[src/rtl/vcid_demux_stage_pkg.sv]
`default_nettype none
// ============================================================================
// Module      : vc_pkg
// Description : Constants shared by the Main pop stage, the VC-id demux
//               stage and the VC FIFOs: word width, VC-id select bit, VC
//               identifiers and default sizing of the demux skid buffers.
// Ports       : none (package)
// Revision    : 1.0 - initial release
// ============================================================================
package vc_pkg;

  localparam int DATA_W     = 6;
  localparam int VCID_BIT   = 4;
  localparam int SKID_DEPTH = 4;
  localparam int CNT_W      = 8;

  // Value of the VC-id bit that selects each destination.
  localparam logic VC0_ID = 1'b0;
  localparam logic VC1_ID = 1'b1;

  // Occupancy counters must represent 0..depth inclusive.
  function automatic int skid_cnt_w(input int depth);
    return $clog2(depth) + 1;
  endfunction

endpackage : vc_pkg
`default_nettype wire

[src/rtl/vcid_demux_stage_if.sv]
`default_nettype none
// ============================================================================
// Module      : vcid_demux_if
// Description : Bundle between the Main pop stage / VC FIFOs and the VC-id
//               demux stage.
// Ports       : demux_vcid_in / demux_vcid_valid_in : word + valid from pop
//               VC0_full / VC1_full                  : VC FIFO full flags
//               VCx_data_out / VCx_push              : word + strobe to VC FIFO
//               demux_busy                           : stall hint to pop gate
//               VC0_cnt / VC1_cnt                    : push counters
//               overflow_err                         : sticky drop flag
//               modport slave  : demux stage side
//               modport master : environment side
// Revision    : 1.0 - initial release
// ============================================================================
interface vcid_demux_if
  import vc_pkg::*;
#(
  parameter int DATA_W = vc_pkg::DATA_W,
  parameter int CNT_W  = vc_pkg::CNT_W
);

  logic [DATA_W-1:0] demux_vcid_in;
  logic              demux_vcid_valid_in;
  logic              VC0_full;
  logic              VC1_full;
  logic [DATA_W-1:0] VC0_data_out;
  logic              VC0_push;
  logic [DATA_W-1:0] VC1_data_out;
  logic              VC1_push;
  logic              demux_busy;
  logic [CNT_W-1:0]  VC0_cnt;
  logic [CNT_W-1:0]  VC1_cnt;
  logic              overflow_err;

  modport slave (
    input  demux_vcid_in, demux_vcid_valid_in, VC0_full, VC1_full,
    output VC0_data_out, VC0_push, VC1_data_out, VC1_push,
    output demux_busy, VC0_cnt, VC1_cnt, overflow_err
  );

  modport master (
    output demux_vcid_in, demux_vcid_valid_in, VC0_full, VC1_full,
    input  VC0_data_out, VC0_push, VC1_data_out, VC1_push,
    input  demux_busy, VC0_cnt, VC1_cnt, overflow_err
  );

endinterface : vcid_demux_if
`default_nettype wire

[src/rtl/vcid_demux_stage_skid_fifo.sv]
`default_nettype none
// ============================================================================
// Module      : vc_skid_fifo
// Description : Small synchronous FIFO buffering one VC path of the demux.
//               A push while full is accepted only if a pop happens in the
//               same cycle; otherwise it is ignored (caller flags the drop).
// Ports       : clk, reset_L (sync, active-low)
//               push_i / data_i : enqueue request and word
//               pop_i           : dequeue request (ignored when empty)
//               head_o          : oldest stored word
//               count_o         : occupancy 0..SKID_DEPTH
//               full_o / empty_o: occupancy flags
// Revision    : 1.0 - initial release
// ============================================================================
module vc_skid_fifo
  import vc_pkg::*;
#(
  parameter int DATA_W     = vc_pkg::DATA_W,
  parameter int SKID_DEPTH = vc_pkg::SKID_DEPTH,
  localparam int PTR_W      = $clog2(SKID_DEPTH),
  localparam int SKID_CNT_W = skid_cnt_w(SKID_DEPTH)
) (
  input  logic                  clk,
  input  logic                  reset_L,
  input  logic                  push_i,
  input  logic                  pop_i,
  input  logic [DATA_W-1:0]     data_i,
  output logic [DATA_W-1:0]     head_o,
  output logic [SKID_CNT_W-1:0] count_o,
  output logic                  full_o,
  output logic                  empty_o
);

  localparam logic [SKID_CNT_W-1:0] C_DEPTH = SKID_CNT_W'(SKID_DEPTH);

  logic [DATA_W-1:0]     mem_q [SKID_DEPTH];
  logic [PTR_W-1:0]      wr_ptr_q, wr_ptr_d;
  logic [PTR_W-1:0]      rd_ptr_q, rd_ptr_d;
  logic [SKID_CNT_W-1:0] count_q, count_d;

  logic w_full, w_empty, w_do_push, w_do_pop;

  assign w_full    = (count_q == C_DEPTH);
  assign w_empty   = (count_q == '0);
  assign w_do_pop  = pop_i && !w_empty;
  // A pop in the same cycle frees the slot, so a full FIFO can still accept.
  assign w_do_push = push_i && (!w_full || w_do_pop);

  // Pointers wrap naturally because the depth is a power of two.
  always_comb begin
    wr_ptr_d = wr_ptr_q;
    rd_ptr_d = rd_ptr_q;
    count_d  = count_q;
    if (w_do_push) wr_ptr_d = wr_ptr_q + PTR_W'(1);
    if (w_do_pop)  rd_ptr_d = rd_ptr_q + PTR_W'(1);
    case ({w_do_push, w_do_pop})
      2'b10:   count_d = count_q + SKID_CNT_W'(1);
      2'b01:   count_d = count_q - SKID_CNT_W'(1);
      default: count_d = count_q;
    endcase
  end

  always_ff @(posedge clk) begin
    if (!reset_L) begin
      wr_ptr_q <= '0;
      rd_ptr_q <= '0;
      count_q  <= '0;
      for (int i = 0; i < SKID_DEPTH; i++) begin
        mem_q[i] <= '0;
      end
    end else begin
      wr_ptr_q <= wr_ptr_d;
      rd_ptr_q <= rd_ptr_d;
      count_q  <= count_d;
      if (w_do_push) begin
        mem_q[wr_ptr_q] <= data_i;
      end
    end
  end

  assign head_o  = mem_q[rd_ptr_q];
  assign count_o = count_q;
  assign full_o  = w_full;
  assign empty_o = w_empty;

endmodule : vc_skid_fifo
`default_nettype wire

[src/rtl/vcid_demux_stage.sv]
`default_nettype none
// ============================================================================
// Module      : vcid_demux_stage
// Description : Steers words popped from the Main FIFO into the VC0 or VC1
//               FIFO according to the VC-id bit, through one skid FIFO per
//               VC so a downstream full never loses a popped word.
// Ports       : clk     : clock, rising edge
//               reset_L : synchronous active-low reset
//               bus     : vcid_demux_if.slave (input word/valid, VC fulls,
//                         VC push/data, busy, push counters, overflow_err)
// Revision    : 1.0 - initial release
// ============================================================================
module vcid_demux_stage
  import vc_pkg::*;
#(
  parameter int DATA_W     = vc_pkg::DATA_W,
  parameter int VCID_BIT   = vc_pkg::VCID_BIT,
  parameter int SKID_DEPTH = vc_pkg::SKID_DEPTH,
  parameter int CNT_W      = vc_pkg::CNT_W
) (
  input  logic         clk,
  input  logic         reset_L,
  vcid_demux_if.slave  bus
);

  localparam int SKID_CNT_W = skid_cnt_w(SKID_DEPTH);
  // Busy one entry early: the pop stage may still issue a word this cycle.
  localparam logic [SKID_CNT_W-1:0] C_BUSY_THR = SKID_CNT_W'(SKID_DEPTH - 1);

  logic                  w_sel;
  logic [1:0]            w_vc_full;
  logic [1:0]            w_enq;
  logic [1:0]            w_pop;
  logic [1:0]            w_skid_full;
  logic [1:0]            w_skid_empty;
  logic [1:0]            w_busy;
  logic [1:0]            w_drop;
  logic [DATA_W-1:0]     w_head  [2];
  logic [SKID_CNT_W-1:0] w_count [2];
  logic [CNT_W-1:0]      cnt_d   [2];
  logic [CNT_W-1:0]      cnt_q   [2];
  logic                  overflow_d, overflow_q;

  assign w_sel     = bus.demux_vcid_in[VCID_BIT];
  assign w_vc_full = {bus.VC1_full, bus.VC0_full};
  assign w_enq[0]  = bus.demux_vcid_valid_in && (w_sel == VC0_ID);
  assign w_enq[1]  = bus.demux_vcid_valid_in && (w_sel == VC1_ID);

  for (genvar v = 0; v < 2; v++) begin : g_vc
    vc_skid_fifo #(
      .DATA_W     (DATA_W),
      .SKID_DEPTH (SKID_DEPTH)
    ) u_skid (
      .clk     (clk),
      .reset_L (reset_L),
      .push_i  (w_enq[v]),
      .pop_i   (w_pop[v]),
      .data_i  (bus.demux_vcid_in),
      .head_o  (w_head[v]),
      .count_o (w_count[v]),
      .full_o  (w_skid_full[v]),
      .empty_o (w_skid_empty[v])
    );

    // Push depends only on skid state and the downstream full flag, so the
    // input word never reaches the outputs combinationally.
    assign w_pop[v]  = !w_skid_empty[v] && !w_vc_full[v];
    assign w_busy[v] = (w_count[v] >= C_BUSY_THR);
    assign w_drop[v] = w_enq[v] && w_skid_full[v] && !w_pop[v];
    assign cnt_d[v]  = cnt_q[v] + (w_pop[v] ? CNT_W'(1) : CNT_W'(0));
  end

  assign overflow_d = overflow_q | (|w_drop);

  always_ff @(posedge clk) begin
    if (!reset_L) begin
      cnt_q[0]   <= '0;
      cnt_q[1]   <= '0;
      overflow_q <= 1'b0;
    end else begin
      cnt_q[0]   <= cnt_d[0];
      cnt_q[1]   <= cnt_d[1];
      overflow_q <= overflow_d;
    end
  end

  assign bus.VC0_push     = w_pop[0];
  assign bus.VC1_push     = w_pop[1];
  assign bus.VC0_data_out = w_pop[0] ? w_head[0] : '0;
  assign bus.VC1_data_out = w_pop[1] ? w_head[1] : '0;
  assign bus.demux_busy   = |w_busy;
  assign bus.VC0_cnt      = cnt_q[0];
  assign bus.VC1_cnt      = cnt_q[1];
  assign bus.overflow_err = overflow_q;

endmodule : vcid_demux_stage
`default_nettype wire

[src/flat_wrapper.sv]
// flat-port wrapper written by rule: the top's interface ports become plain ports
module vcid_demux_stage_flat import vc_pkg::*;
#(
  parameter int DATA_W     = vc_pkg::DATA_W,
  parameter int VCID_BIT   = vc_pkg::VCID_BIT,
  parameter int SKID_DEPTH = vc_pkg::SKID_DEPTH,
  parameter int CNT_W      = vc_pkg::CNT_W
)
  (clk, reset_L, bus_demux_vcid_in, bus_demux_vcid_valid_in, bus_VC0_full, bus_VC1_full, bus_VC0_data_out, bus_VC0_push, bus_VC1_data_out, bus_VC1_push, bus_demux_busy, bus_VC0_cnt, bus_VC1_cnt, bus_overflow_err);
  vcid_demux_if #(.DATA_W(DATA_W), .CNT_W(CNT_W)) bus_i ();
  input  logic clk;
  input  logic reset_L;
  input wire logic [$bits(bus_i.demux_vcid_in)-1:0] bus_demux_vcid_in;
  input wire logic [$bits(bus_i.demux_vcid_valid_in)-1:0] bus_demux_vcid_valid_in;
  input wire logic [$bits(bus_i.VC0_full)-1:0] bus_VC0_full;
  input wire logic [$bits(bus_i.VC1_full)-1:0] bus_VC1_full;
  output wire logic [$bits(bus_i.VC0_data_out)-1:0] bus_VC0_data_out;
  output wire logic [$bits(bus_i.VC0_push)-1:0] bus_VC0_push;
  output wire logic [$bits(bus_i.VC1_data_out)-1:0] bus_VC1_data_out;
  output wire logic [$bits(bus_i.VC1_push)-1:0] bus_VC1_push;
  output wire logic [$bits(bus_i.demux_busy)-1:0] bus_demux_busy;
  output wire logic [$bits(bus_i.VC0_cnt)-1:0] bus_VC0_cnt;
  output wire logic [$bits(bus_i.VC1_cnt)-1:0] bus_VC1_cnt;
  output wire logic [$bits(bus_i.overflow_err)-1:0] bus_overflow_err;
  assign bus_i.demux_vcid_in = bus_demux_vcid_in;
  assign bus_i.demux_vcid_valid_in = bus_demux_vcid_valid_in;
  assign bus_i.VC0_full = bus_VC0_full;
  assign bus_i.VC1_full = bus_VC1_full;
  assign bus_VC0_data_out = bus_i.VC0_data_out;
  assign bus_VC0_push = bus_i.VC0_push;
  assign bus_VC1_data_out = bus_i.VC1_data_out;
  assign bus_VC1_push = bus_i.VC1_push;
  assign bus_demux_busy = bus_i.demux_busy;
  assign bus_VC0_cnt = bus_i.VC0_cnt;
  assign bus_VC1_cnt = bus_i.VC1_cnt;
  assign bus_overflow_err = bus_i.overflow_err;
  vcid_demux_stage #(.DATA_W(DATA_W), .VCID_BIT(VCID_BIT), .SKID_DEPTH(SKID_DEPTH), .CNT_W(CNT_W)) u_core (.clk(clk), .reset_L(reset_L), .bus(bus_i));
endmodule
[config.mk]
export PLATFORM = sky130hd
export DESIGN_NAME = vcid_demux_stage_flat
export DESIGN_NICKNAME = d
export VERILOG_FILES = /design/src/rtl/vcid_demux_stage_pkg.sv /design/src/rtl/vcid_demux_stage_if.sv /design/src/rtl/vcid_demux_stage_skid_fifo.sv /design/src/rtl/vcid_demux_stage.sv /design/src/flat_wrapper.sv
export SDC_FILE = /design/constraint.sdc
export NUM_CORES = 1
export LEC_CHECK = 0
export ABC_CLOCK_PERIOD_IN_PS = 3000
export BUFFER_PORTS_ARGS = -buffer_cell sky130_fd_sc_hd__buf_4
export CAP_MARGIN = 15
export CORE_MARGIN = 2
export CORE_UTILIZATION = 55
export CTS_CLUSTER_DIAMETER = 100
export DETAILED_ROUTE_END_ITERATION = 8
export PLACE_DENSITY = 0.86
export RECOVER_POWER = 50
export SLEW_MARGIN = 20
export SYNTH_ARGS = -nofsm -noshare
export SYNTH_HDL_FRONTEND = slang
export SYNTH_SLANG_ARGS = --single-unit
export TNS_END_PERCENT = 10
[constraint.sdc]
create_clock -name clk -period 3 [get_ports clk]
set_clock_uncertainty 0.15 [all_clocks]
set_input_delay 0.6 -clock clk [delete_from_list [all_inputs] [get_ports clk]]
set_output_delay 0.6 -clock clk [all_outputs]
set_load 0.01 [all_outputs]
==> flow_summary.html <==
<table>
<tr><th>Metric</th><th>Value</th></tr>
<tr><th colspan="2">Outcome</th></tr>
<tr><td>Status</td><td>completed</td></tr>
<tr><th colspan="2">Global routing</th></tr>
<tr><td>Global route total overflow</td><td>0</td></tr>
<tr><td>Total global-route track usage</td><td>a little over a fifth</td></tr>
<tr><td>Initial antenna violation count</td><td>0</td></tr>
<tr><td>Wire length of the first global-routing pass</td><td>11.6 mm</td></tr>
<tr><td>Largest net degree at the start of global routing</td><td>31</td></tr>
<tr><td>Via count of the first global-routing pass</td><td>2,424</td></tr>
<tr><th colspan="2">Setup path</th></tr>
<tr><td>Top Family by Delay on Critical Path</td><td>buffers and inverters</td></tr>
<tr><td>Worst reg-to-reg setup slack</td><td>~0.56 ns</td></tr>
<tr><td>Reg-to-reg critical path startpoint</td><td>u_core.g_vc[1].u_skid.count_o[2]</td></tr>
<tr><td>Worst-case reg-to-reg path depth</td><td>8</td></tr>
<tr><td>Cells along the critical path</td><td>nor3_1 &gt; nor2_1 &gt; clkbuf_1 &gt; and2_1 &gt; buf_4</td></tr>
<tr><td>Max FO, Critical Path</td><td>10</td></tr>
<tr><td>Library cell contributing the largest single delay on the critical path</td><td>sky130_fd_sc_hd__clkbuf_1</td></tr>
<tr><td>Critical path start-end classification</td><td>flip-flop to output pin</td></tr>
<tr><td>Endpoint kind of the worst setup timing path</td><td>output pin</td></tr>
<tr><td>CP Data Required Time</td><td>about 2.3 ns</td></tr>
<tr><td>Origin of the worst setup path</td><td>u_core.g_vc[1].u_skid.count_o[2]</td></tr>
<tr><td>Critical path arrival</td><td>1.84 ns</td></tr>
<tr><td>Max incr delay on CP</td><td>around 0.5 ns</td></tr>
<tr><td>Critical path buffers and inverters</td><td>2</td></tr>
<tr><td>RR Endpoint</td><td>u_core.cnt_q[0][14]</td></tr>
<tr><td>Crit path launch type</td><td>flip-flop</td></tr>
<tr><th colspan="2">Clock tree</th></tr>
<tr><td># resized after CTS</td><td>0</td></tr>
<tr><td>Clock tree from TritonCTS</td><td>yes</td></tr>
<tr><td>Number of buffers created by CTS</td><td>9</td></tr>
<tr><td>Largest buffer count on any clock path</td><td>2</td></tr>
<tr><td>Total of hold buffers inserted after clock tree synthesis</td><td>0</td></tr>
<tr><td>Post CTS Setup Buffer Count</td><td>0</td></tr>
<tr><td>Clk_lat worst skew</td><td>0.34 ns</td></tr>
<tr><td>Clock root buffer</td><td>sky130_fd_sc_hd__clkbuf_8</td></tr>
<tr><td>Clk sink count</td><td>83</td></tr>
<tr><td>Count of H-tree levels built during CTS</td><td>3</td></tr>
<tr><td>Clock slew at the register clock pins of the worst setup and hold paths</td><td>approximately 0.08 ns</td></tr>
<tr><th colspan="2">STA</th></tr>
<tr><td>Relative slew slack</td><td>59.1%</td></tr>
<tr><td>Transition time at the pin with the least slew margin</td><td>just over 0.6 ns</td></tr>
<tr><td>Highest clock frequency the design can meet</td><td>approximately 390 MHz</td></tr>
<tr><td>Aggregate negative setup slack</td><td>0 ns</td></tr>
<tr><td>RSZ-0062 raised after global routing</td><td>false</td></tr>
<tr><td>Number of max-slew violations in the final report</td><td>0</td></tr>
<tr><td>Post-route minimum period</td><td>approximately 2.6 ns</td></tr>
<tr><td>Worst slack on hold paths</td><td>0.319 ns</td></tr>
<tr><td>Final cycle utilization of the critical path</td><td>a little under nine tenths</td></tr>
<tr><td>Endpoints failing hold</td><td>0</td></tr>
<tr><td>Final setup violation count</td><td>0</td></tr>
<tr><th colspan="2">Worst hold path</th></tr>
<tr><td>Type of the most critical hold path</td><td>flip-flop to flip-flop</td></tr>
<tr><td>Worst hold path depth</td><td>2</td></tr>
<tr><td>Startpoint of the lowest-slack hold path</td><td>u_core.g_vc[0].u_skid.rd_ptr_q[1]</td></tr>
<tr><th colspan="2">Die</th></tr>
<tr><td>Core area</td><td>between 6000 and 7000 sq um</td></tr>
<tr><td>FP Rows</td><td>29</td></tr>
<tr><td>Initial standard-cell utilization of the core</td><td>between 50 and 60%</td></tr>
<tr><td># IOs</td><td>43</td></tr>
<tr><td>Die Area</td><td>7270 sq um</td></tr>
<tr><td>X dimension of the die</td><td>between 80 and 90 um</td></tr>
<tr><td>Height of the die</td><td>85.3 um</td></tr>
<tr><th colspan="2">Yosys</th></tr>
<tr><td>Distinct cell type count after synthesis</td><td>36</td></tr>
<tr><td>Seq/Total Area, Yosys</td><td>59.0%</td></tr>
<tr><td>Largest family of logic cells by synthesized area</td><td>simple AND/OR/NAND/NOR gates</td></tr>
<tr><td>Synthesis-stage register bit count</td><td>83</td></tr>
<tr><td>Post-synthesis instance total</td><td>just over 300</td></tr>
<tr><td>Area of the mapped netlist</td><td>about 3600 sq um</td></tr>
<tr><td>Share of cell area taken by muxes after synthesis</td><td>9.37%</td></tr>
<tr><td>Synthesized area per cell</td><td>between 10 and 15 sq um</td></tr>
<tr><td>Count of yosys warnings during synthesis</td><td>0</td></tr>
<tr><td>Synth Area in Adders</td><td>under 10%</td></tr>
<tr><td>Share of the synthesized netlist area taken by xor and xnor gates</td><td>under 10%</td></tr>
<tr><td>Compound-gate portion of the synthesized area</td><td>under 10%</td></tr>
<tr><td>Simple logic cell fraction of the synthesized area</td><td>between 10% and 20%</td></tr>
<tr><th colspan="2">Power</th></tr>
<tr><td>Part of the total power dissipated in sequential elements</td><td>between 50% and 60%</td></tr>
<tr><td>Logic gate share of total power</td><td>approximately 24%</td></tr>
<tr><td>Fraction of power consumed by the clock network</td><td>~25%</td></tr>
<tr><td>Internal power consumption</td><td>about 2000 uW</td></tr>
<tr><td>Leakage power</td><td>between 0.0015 and 0.002 uW</td></tr>
<tr><td>Cell Pwr Density</td><td>approximately 680 nW/um^2</td></tr>
<tr><td>Switching power summed over all nets</td><td>855 uW</td></tr>
<tr><td>Worst IR drop on VDD</td><td>between 300 and 400 uV</td></tr>
<tr><td>Share of total power consumed by net switching</td><td>30.2%</td></tr>
<tr><th colspan="2">Routing</th></tr>
<tr><td>Vias per cell</td><td>between 5 and 6</td></tr>
<tr><td>Number of remaining DRC errors</td><td>0</td></tr>
<tr><td>1st-pass router iterations</td><td>4</td></tr>
<tr><td>Total via count after detailed routing</td><td>between 2,000 and 2,500</td></tr>
<tr><td>Final antenna-violating net count</td><td>0</td></tr>
<tr><td>DRT iter0 DRCs</td><td>roughly 190</td></tr>
<tr><td>Total detailed-routing wirelength</td><td>around 7 mm</td></tr>
<tr><td>Routed wire length per instance</td><td>around 16 um</td></tr>
<tr><th colspan="2">Finish</th></tr>
<tr><td>Layout fillers</td><td>between 500 and 600</td></tr>
<tr><td>Net total in the final layout</td><td>381</td></tr>
<tr><td>Antenna cell count</td><td>0</td></tr>
<tr><td>Layout cell share with drive strength beyond 1</td><td>about 18%</td></tr>
<tr><td>Layout Area Growth over Synthesis</td><td>14.6%</td></tr>
<tr><th colspan="2">Placement</th></tr>
<tr><td>HPWL after detailed placement</td><td>5.00 mm</td></tr>
<tr><td>Final weighted congestion in routability-driven placement</td><td>0.771</td></tr>
<tr><td>Port Buf Inserts</td><td>42</td></tr>
<tr><th colspan="2">Flow run</th></tr>
<tr><td>Number of maximum-capacitance violations</td><td>0</td></tr>
</table>
[power by group through the flow]
stage                     registers (uW)  logic [uW]  clock network [uW]
after floorplan                     1410         512                   0
after global placement              1460         697                   0
after detailed placement            1470         721                   0
after CTS                           1440         722                 722
after global routing                1460         772                 757
final                               1440         689                 698
[cells in the final DEF, fill, tap and decap left out, types with 10 or more instances in the layout]
master,n
sky130_fd_sc_hd__a21oi_1,13
sky130_fd_sc_hd__mux4_2,12
sky130_fd_sc_hd__nor2_1,53
sky130_fd_sc_hd__or3_1,10
sky130_fd_sc_hd__buf_4,32
sky130_fd_sc_hd__clkbuf_1,20
sky130_fd_sc_hd__and2_1,16
sky130_fd_sc_hd__dfxtp_1,35
sky130_fd_sc_hd__o21ai_0,12
sky130_fd_sc_hd__edfxtp_1,48
sky130_fd_sc_hd__nand2_1,26
[synthesized netlist by cell type]
library cell	number	share of area, %
sky130_fd_sc_hd__nand4_1	3	0.52
sky130_fd_sc_hd__xor2_1	8	1.9
sky130_fd_sc_hd__fa_1	2	1.1
sky130_fd_sc_hd__nor3b_1	2	0.41
sky130_fd_sc_hd__nor2_1	53	5.5
sky130_fd_sc_hd__nand4bb_1	2	0.62
sky130_fd_sc_hd__nand2b_1	5	0.86
sky130_fd_sc_hd__or3_1	10	1.7
sky130_fd_sc_hd__nor2_4	1	0.31
sky130_fd_sc_hd__dfxtp_1	35	19
sky130_fd_sc_hd__clkinv_1	1	0.10
sky130_fd_sc_hd__nand2_1	26	2.7
sky130_fd_sc_hd__clkbuf_1	8	0.83
sky130_fd_sc_hd__mux4_2	12	7.4
sky130_fd_sc_hd__a41o_1	1	0.28
sky130_fd_sc_hd__edfxtp_1	48	40
sky130_fd_sc_hd__o21ai_0	12	1.7
sky130_fd_sc_hd__and4bb_4	1	0.45
sky130_fd_sc_hd__nor2b_1	1	0.17
sky130_fd_sc_hd__inv_1	7	0.72
sky130_fd_sc_hd__or4_4	1	0.31
sky130_fd_sc_hd__buf_2	2	0.28
sky130_fd_sc_hd__ha_1	6	2.1
sky130_fd_sc_hd__and2_1	17	2.9
sky130_fd_sc_hd__a211oi_1	1	0.21
sky130_fd_sc_hd__xnor2_1	2	0.48
sky130_fd_sc_hd__a31o_2	1	0.24
sky130_fd_sc_hd__buf_6	1	0.31
sky130_fd_sc_hd__nand4b_1	2	0.48
sky130_fd_sc_hd__conb_1	1	0.10
sky130_fd_sc_hd__nand3_1	9	1.2
sky130_fd_sc_hd__a21oi_1	13	1.8
sky130_fd_sc_hd__nor3_1	2	0.28
sky130_fd_sc_hd__nor2_2	5	0.86
sky130_fd_sc_hd__mux2i_1	7	1.9
sky130_fd_sc_hd__o221ai_1	1	0.24
[per-layer routing]
layer | track usage (%) | up-vias | share of wire [%] | wire length [um]
met2 | 33.5 | 91 | 49 | 3470
met1 | 26.4 | 1186 | 42 | 3010
li1 | - | 1191 | - | -
met5 | 0 | - | 0 | 0
met4 | 8.23 | 0 | 1.5 | 103
met3 | 6.52 | 9 | 7.2 | 507
[state kept, by name (all words and copies together) (netlist names), named ones only]
register                     flops
u_core.g_vc.u_skid.mem_q        48
u_core.g_vc.u_skid.count_o       6
u_core.bus.overflow_err          1
u_core.g_vc.u_skid.rd_ptr_q      4
u_core.g_vc.u_skid.wr_ptr_q      4
u_core.cnt_q                    16
[tightest hold or removal path, stage by stage, from the launching register on]
cell	delay, ns
sky130_fd_sc_hd__dfxtp_1	0.31
sky130_fd_sc_hd__nand2_1	0.05
sky130_fd_sc_hd__mux2i_1	0.07
[worst max-delay path by stage]
stage	slack (ns)	to	cells past startpoint
floorplan	0.38	u_core.g_vc[0].u_skid.count_o[2]	7
global placement	0.41	u_core.g_vc[1].u_skid.count_o[2]	9
detailed placement	0.30	u_core.g_vc[1].u_skid.count_o[2]	9
CTS	0.42	bus_VC0_data_out[3]	3
global route	0.21	bus_VC1_data_out[0]	5
finish	0.41	bus_VC1_data_out[2]	5
[stage by stage]
stage	setup slack, ns	util [%]	area (sq um)	total power, uW	std cells
after global routing	0.210	65.2	4160	2990	444
after CTS	0.424	66.3	4230	2890	444
after floorplan	0.379	-	3640	1930	312
after detailed placement	0.302	63.6	4060	2190	428
after global placement	0.406	63.6	4060	2160	428
final	0.412	65.2	4160	2830	444
[cell type report]
type                    count  area [sq um]  share of cell area [%]
clock buffers              11           131                    3.16
multi-input cells         210          1420                    34.0
inverters                   8          30.0                   0.721
clock inverters             5          38.8                   0.932
flip-flops and latches     83          2140                    51.5
repair buffers             50           308                    7.39
well taps                  77          96.3                    2.31
[logic make-up after synthesis]
kind of cell             after synthesis
AO/OA/AOI/OAI                         29
XOR/XNOR                              10
adder cells (fa/ha/maj)                8
buffers and inverters                 19
flip-flops                            83
multiplexers                          19
other                                  1
AND/OR/NAND/NOR                      140
No activity file was read; power rests on OpenSTA's default activity.
